File: src/rtl/pkt_filter_pkg.sv
// Shared stream types and arbiter state encoding for the packet filter datapath.
package pkt_filter_pkg;

  typedef struct packed {
    logic        tvalid;
    logic [15:0] tdata;
    logic        tlast;
  } axis_source_t;

  typedef struct packed {
    logic tready;
  } axis_sink_t;

  typedef enum logic [1:0] {
    FRAME_OK    = 2'b00,
    FRAME_TRUNC = 2'b01,
    FRAME_ABORT = 2'b10
  } frame_status;

  typedef enum logic [1:0] {
    ARB  = 2'b00,
    FWD  = 2'b01,
    DROP = 2'b10
  } arb_state_t;

endpackage

File: src/rtl/egress_rr_arbiter_rr_pick.sv
// Round-robin pick: rotate requests so the port after 'last' sits at bit 0,
// priority-encode the lowest set bit, then rotate the index back.
module rr_pick #(
  parameter int NUM_PORTS = 4
) (
  input  logic [NUM_PORTS-1:0]         req,
  input  logic [$clog2(NUM_PORTS)-1:0] last,
  output logic [NUM_PORTS-1:0]         pick,
  output logic [$clog2(NUM_PORTS)-1:0] pick_idx,
  output logic                         found
);

  localparam int IDX_W = $clog2(NUM_PORTS);

  logic [NUM_PORTS-1:0] rot;
  logic [IDX_W-1:0]     enc;

  function automatic logic [IDX_W-1:0] wrap_idx(input int v);
    return IDX_W'(v % NUM_PORTS);
  endfunction

  always_comb begin
    rot = '0;
    for (int i = 0; i < NUM_PORTS; i++) begin
      rot[i] = req[wrap_idx(int'(last) + 1 + i)];
    end
    enc = '0;
    for (int i = NUM_PORTS - 1; i >= 0; i--) begin
      if (rot[i]) enc = IDX_W'(i);
    end
    found    = |rot;
    pick_idx = wrap_idx(int'(last) + 1 + int'(enc));
    pick     = found ? (NUM_PORTS'(1) << pick_idx) : '0;
  end

endmodule

File: src/rtl/egress_rr_arbiter.sv
// Packet-granular round-robin arbiter onto one egress stream, with a beat
// watchdog that truncates runaway frames and per-port forwarded-frame counters.
module egress_rr_arbiter
  import pkt_filter_pkg::*;
#(
  parameter int NUM_PORTS = 4,
  parameter int MAX_BEATS = 768,
  parameter int CNT_W     = 16
) (
  input  logic                         clk,
  input  logic                         reset,
  input  axis_source_t [NUM_PORTS-1:0] ingress_sources,
  output axis_sink_t   [NUM_PORTS-1:0] ingress_sinks,
  output axis_source_t                 egress_source,
  input  axis_sink_t                   egress_sink,
  input  logic [NUM_PORTS-1:0]         port_enable,
  input  logic                         count_clear,
  output logic [NUM_PORTS-1:0]         grant,
  output logic                         busy,
  output logic                         trunc_pulse,
  output logic [NUM_PORTS*CNT_W-1:0]   pkt_count
);

  localparam int IDX_W  = $clog2(NUM_PORTS);
  localparam int BEAT_W = $clog2(MAX_BEATS + 1);
  localparam logic [BEAT_W-1:0] LAST_BEAT = BEAT_W'(MAX_BEATS - 1);

  arb_state_t           state_q, state_d;
  logic [NUM_PORTS-1:0] grant_q, eligible, pick;
  logic [IDX_W-1:0]     gidx_q, last_q, pick_idx;
  logic                 found;
  logic [BEAT_W-1:0]    beat_q;
  logic [CNT_W-1:0]     cnt_q [NUM_PORTS];
  axis_source_t         sel;
  logic                 hs, wd_beat, pkt_done, wd_hit, drop_end;

  always_comb begin
    eligible = '0;
    for (int i = 0; i < NUM_PORTS; i++) begin
      eligible[i] = ingress_sources[i].tvalid & port_enable[i];
    end
  end

  rr_pick #(.NUM_PORTS(NUM_PORTS)) u_rr_pick (
    .req      (eligible),
    .last     (last_q),
    .pick     (pick),
    .pick_idx (pick_idx),
    .found    (found)
  );

  // Forced tlast is shown for the whole last-allowed beat, not only on its handshake.
  always_comb begin
    sel      = ingress_sources[gidx_q];
    hs       = (state_q == FWD) && sel.tvalid && egress_sink.tready;
    wd_beat  = (state_q == FWD) && (beat_q == LAST_BEAT);
    pkt_done = hs && sel.tlast;
    wd_hit   = hs && !sel.tlast && wd_beat;
    drop_end = (state_q == DROP) && sel.tvalid && sel.tlast;
  end

  always_ff @(posedge clk) begin
    if (reset) state_q <= ARB;
    else       state_q <= state_d;
  end

  always_comb begin
    state_d = state_q;
    case (state_q)
      ARB:     if (found) state_d = FWD;
      FWD:     if (pkt_done) state_d = ARB;
               else if (wd_hit) state_d = DROP;
      DROP:    if (drop_end) state_d = ARB;
      default: state_d = ARB;
    endcase
  end

  always_comb begin
    egress_source = '0;
    ingress_sinks = '0;
    trunc_pulse   = 1'b0;
    case (state_q)
      FWD: begin
        egress_source                = sel;
        egress_source.tlast          = sel.tlast | wd_beat;
        ingress_sinks[gidx_q].tready = egress_sink.tready;
        trunc_pulse                  = wd_hit;
      end
      DROP:    ingress_sinks[gidx_q].tready = 1'b1;
      default: ;
    endcase
  end

  always_ff @(posedge clk) begin
    if (reset) begin
      grant_q <= '0;
      gidx_q  <= '0;
      last_q  <= IDX_W'(NUM_PORTS - 1);
      beat_q  <= '0;
    end else begin
      case (state_q)
        ARB: if (found) begin
          grant_q <= pick;
          gidx_q  <= pick_idx;
          last_q  <= pick_idx;
          beat_q  <= '0;
        end
        FWD: begin
          if (hs)       beat_q  <= beat_q + BEAT_W'(1);
          if (pkt_done) grant_q <= '0;
        end
        DROP:    if (drop_end) grant_q <= '0;
        default: ;
      endcase
    end
  end

  // A clear wins over a same-cycle increment.
  always_ff @(posedge clk) begin
    for (int i = 0; i < NUM_PORTS; i++) begin
      if (reset || count_clear)
        cnt_q[i] <= '0;
      else if (pkt_done && (gidx_q == IDX_W'(i)))
        cnt_q[i] <= cnt_q[i] + CNT_W'(1);
    end
  end

  always_comb begin
    pkt_count = '0;
    for (int i = 0; i < NUM_PORTS; i++) begin
      pkt_count[i*CNT_W +: CNT_W] = cnt_q[i];
    end
  end

  assign grant = grant_q;
  assign busy  = (state_q != ARB);

endmodule

File: config.mk
export PLATFORM = sky130hd
export DESIGN_NAME = egress_rr_arbiter
export DESIGN_NICKNAME = d
export VERILOG_FILES = /design/src/rtl/pkt_filter_pkg.sv /design/src/rtl/egress_rr_arbiter_rr_pick.sv /design/src/rtl/egress_rr_arbiter.sv
export SDC_FILE = /design/constraint.sdc
export NUM_CORES = 1
export LEC_CHECK = 0
export ABC_AREA = 1
export CORE_MARGIN = 3
export CORE_UTILIZATION = 51
export DETAILED_ROUTE_END_ITERATION = 12
export PLACE_DENSITY = 0.85
export SYNTH_ARGS = -nofsm -noshare
export SYNTH_HDL_FRONTEND = slang
export SYNTH_HIERARCHICAL = 1
export SYNTH_SLANG_ARGS = --single-unit
File: constraint.sdc
create_clock -name clk -period 3 [get_ports clk]
set_input_delay 0.45 -clock clk [delete_from_list [all_inputs] [get_ports clk]]
set_output_delay 0.45 -clock clk [all_outputs]
set_load 0.03 [all_outputs]
Word level (Yosys, flattened, before mapping)
Memory sizes are Yosys's and may differ from the RTL's.
Index checks and enable logic that the tools add are counted.

storage, ports and cells
  register bits after elaboration = 20
  RAM bits = 64
  input bits = 80
  output and inout bits = 92
  word-level logic and storage cells = 118
  memories kept = 1

cells by class
  add/subtract/negate cells = 10
  magnitude comparators = 6
  eq/ne operators = 11
  shifts and indexed selects = 1
  multiplexer cells = 49
  bitwise gates (word level) = 10
  reduce and logical (&&, ||, !) cells = 25

memories
  name   depth  bits a word  read ports  clocked after Yosys merged registers in  wr ports  RTL line                 text
  cnt_q  4      16           4           0                                        4         egress_rr_arbiter.sv:33  logic [CNT_W-1:0] cnt_q [NUM_PORTS];

operators by type and width
  operator               count
  $add 16x1->16 const B  4
  $mux 16                4
  $bmux 18 s2            1
  $mux 18                2
  $mux 1                 20
  $mux 10                2
  $pmux 10 s2            1
  $mux 2                 8
  $lt 2x3->1 const B     5
  $logic_and 1x1->1      13
  $mux 4                 3
  $pmux 4 s3             1
  $add 10x1->10 const B  1
  $eq 10x10->1 const B   1
  $bmux 1 s2             4
  $ne 2x2->1 const B     4
  $pmux 4 s2             1
  $eq 2x2->1 const B     3
  $pmux 2 s3             1
  $reduce_and 3->1       2
  $or 1x1->1             5
  $add 2x1->2 const B    2
  $add 2x2->2 const B    2
  $and 1x1->1            4
  other kinds (15)       18

Depth between registers and ports, before layout
  depth after elaboration = 12
  depth in mapped cells = 19
  gate-level depth less buffers = 19

Cells and area by module
The synthesis kept the hierarchy.

modules (own cells, without submodules)
  module             instances  cells an instance  area each (µm²)  sequential area each (µm²)
  egress_rr_arbiter  1          640                5177.5           2322.2
  rr_pick            1          69                 395.4            0.0

Worst setup path before layout
No wires, ideal clock.

  kind = register to output
  start = register gidx_q[1]
  end = output egress_source[10] in the netlist's numbering
  arrival time = 1.709 ns
  data required time = 2.550 ns
  slack = 0.841 ns
  stages on the path, launching flop included = 6
  path buffers = 2
  cells stage by stage = dfxtp_1 > buf_4 > nor2_2 > clkbuf_1 > a22oi_1 > a21oi_1

RTL lines
  item                      RTL line                  text
  start: declaration        egress_rr_arbiter.sv:30   logic [IDX_W-1:0] gidx_q, last_q, pick_idx;
  start signal: assignment  egress_rr_arbiter.sv:104  gidx_q <= pick_idx;
  end: declaration          egress_rr_arbiter.sv:14   output axis_source_t egress_source,

==> flow_metrics.py <==
metrics = {
    "synth": {
        "syn_avg_cell_area_sq_um": 7.86,
        "synth_top_area_share_pct": 34.5,
        "synthTopCellsByArea": "edfxtp_1 (34%), nand2_1 (12%), dfxtp_1 (7.2%)",
        "ys_types": 42,
        "ys_seq_area_share_pct": 41.7,
        "synth_seq_cells": 84,
        "synthCells": 709,
        "synth-main-ff-cell": "edfxtp_1",
        "async_flop_share_pct": 0,
        "yosys.cell_count.top_type": "nand2_1",
        "synth_top_area_cell": "edfxtp_1",
        "ys_warn_count": 6,
        "synth_nets": 799,
        "synth.cell_area_sq_mm": 0.00557,
        "synth_edf_count": 64,
        "synth_common_cells": "nand2_1 (174), nor2_1 (92), inv_1 (80), edfxtp_1 (64), a21oi_1 (55)",
    },
    "sta": {
        "setup-tns-final_ns": 0,
        "maxSlewViolCount": 0,
        "rsz0062_at_grt": "false",
        "fin_crit_ns": 2.87,
        "finalSetupViolations": 0,
        "slew_headroom_pct": 56.3,
        "post-route-period-util_pct": 95.8,
        "tightest_slew_ns": 0.655,
        "clock.fmax_mhz": 348,
        "finalHoldViolCount": 0,
        "fin_skew_ns": 0.00948,
    },
    "place": {
        "routabilityCongestion": 0.936,
        "post-place-cells": 1013,
        "io_buffers": 171,
        "hpwl_microns": 12600,
    },
    "clock_tree": {
        "clk_latency_ns": 0.36,
        "cts_inserted_buffers": 9,
        "cts.sinks": 84,
        "clockBufferDepth": 2,
        "post_cts_buffers": 0,
        "path_clk_slew_ns": 0.09,
        "cts_root_buffer": "clkbuf_8",
        "holdBufCountCts": 0,
        "h-tree-depth": 3,
        "tritoncts": "built",
    },
    "floorplanning": {
        "ios": 172,
        "fp.dieH_microns": 111,
        "core-area_sq_mm": 0.0105,
        "fp.dieW_microns": 111,
        "dieArea_sq_mm": 0.0122,
        "initial_core_util_pct": 53.3,
        "rows": 37,
    },
    "drt": {
        "ant_nets": 0,
        "drtPass1Iterations": 5,
        "wl_met3_microns": 1030,
        "vias": 5516,
        "finalWirelength_microns": 16200,
        "remaining_drc_errors": 0,
        "met1Wirelength_microns": 6860,
        "highest_layer": "met5",
        "met2WireLength_microns": 7990,
        "drt_iter0_markers": 498,
        "routedWlPerCell_microns": 15.7,
        "viasPerCell": 5.36,
    },
    "global_route": {
        "grt_usage_pct": 26.0,
        "grt_pass1_vias": 5278,
        "antenna_found_initial": 2,
        "grt-ovfl-total": 0,
        "grt_max_degree": 23,
        "grt_pass1_wl_microns": 26200,
    },
    "min_path": {
        "min_path_type": "register to register",
        "holdPathStages": 2,
    },
    "finish": {
        "num_antenna_cells": 0,
        "instances_no_fill": 1029,
        "areaGrowthSynthToFinish_pct": 36.6,
        "fin_nets": 978,
        "layout-drive-gt1-share_pct": 11.3,
    },
    "critical_path": {
        "worstSetupPathType": "register to output port",
        "endpoint_kind": "output port",
        "r2r_cells": 17,
        "crit_fanout": 11,
        "cp-start-kind": "register",
        "worstPathArrival_ns": 2.42,
        "r2r_setup_slack_ns": 0.71,
        "crit_required_ns": 2.55,
    },
    "power": {
        "leakage_uw": 0.00305,
        "ir_drop_mv": 0.562,
        "powerDensity_mw_per_mm2": 605,
    },
    "run": {
        "max_cap_viol_count": 0,
    },
    "outcome": {
        "outcome": "finished, final reports clean",
    },
}
## cell type report
class | count | area (sq um)
multi-input combinational | 519 | 2800
sequential | 84 | 2320
fill | 827 | 2850
tap | 136 | 170
timing repair buffer | 183 | 1790
inverter | 91 | 350
clock buffer | 9 | 124
clock inverter | 7 | 53.8
## state kept, by name (all words and copies together) (netlist names)
signal and flops:
state_q 2, grant 4, cnt_q 64, last_q 2
gidx_q 2, beat_q 10
## worst paths after layout
| kind | end | startpoint |
|---|---|---|
| worst max-delay path | egress_source[5] | gidx_q[0] |
| worst min-delay path | beat_q[4] | beat_q[4] |
| worst max register to register | grant[2] | last_q[0] |
| worst min register to register | beat_q[4] | beat_q[4] |
## stage by stage
step | worst slack (ns) | power (uW) | cell area (sq um) | hold slack [ns] | util [%]
2_1_floorplan | 0.841 | 3100 | 5570 | 0.421 | -
3_3_place_gp | 0.308 | 3810 | 7420 | 0.429 | 70.9
3_5_place_dp | 0.294 | 3870 | 7420 | 0.444 | 70.9
4_1_cts | 0.00953 | 4600 | 7600 | 0.457 | 72.6
5_1_grt | 0.0277 | 4890 | 7610 | 0.477 | 72.8
6_report | 0.127 | 4600 | 7610 | 0.454 | 72.8
## worst max-delay path, cell delays in order, from the launching register on
cell and delay, ns:
dfxtp_1 0.43, inv_2 0.12, nor2_2 0.22, buf_4 0.25, a22oi_1 0.09, a21oi_1 0.21, clkdlybuf4s50_1 0.73
## per-layer routing
metal,global-route usage [%],vias to the layer above
li1,-,2734
met1,32.7,2555
met2,45.1,193
met3,5.10,30
met4,7.72,4
met5,0,-
## logic make-up (layout without fill, tap and decap cells)
logic type / count (synthesis) / in the layout / synth area share (%)
simple gates: 383 / 383 / 33.5
compound gates: 110 / 110 / 11.8
buf+inv: 106 / 290 / 8.11
fa+ha+maj: 10 / 10 / 2.25
xor+xnor: 16 / 16 / 2.65
flops: 84 / 84 / 41.7
## cell usage in the layout (no fill, tap or decap), drive strengths merged, types with 6 or more instances in the layout
master	n
nand4	20
xor2	10
o21ai	13
clkbuf	9
nand3	38
nor3b	8
edfxtp	64
a21oi	55
buf	21
nor3	19
dfxtp	20
xnor2	6
inv	88
a22oi	32
nand2	194
ha	10
clkdlybuf4s50	158
clkinv	7
nor2	99
## power breakdown
part	internal (uW)	switching (uW)
registers	1350	130
clock network	303	439
logic	855	1530
total	2510	2100
## repair_timing
item / in CTS / in global routing
pin swaps: 0 / 0
cloned: 0 / 0
endpoints found under the setup margin: 6 / 7
resized for setup: 2 / 5
Note: power is estimated with default switching activity, not from simulation.
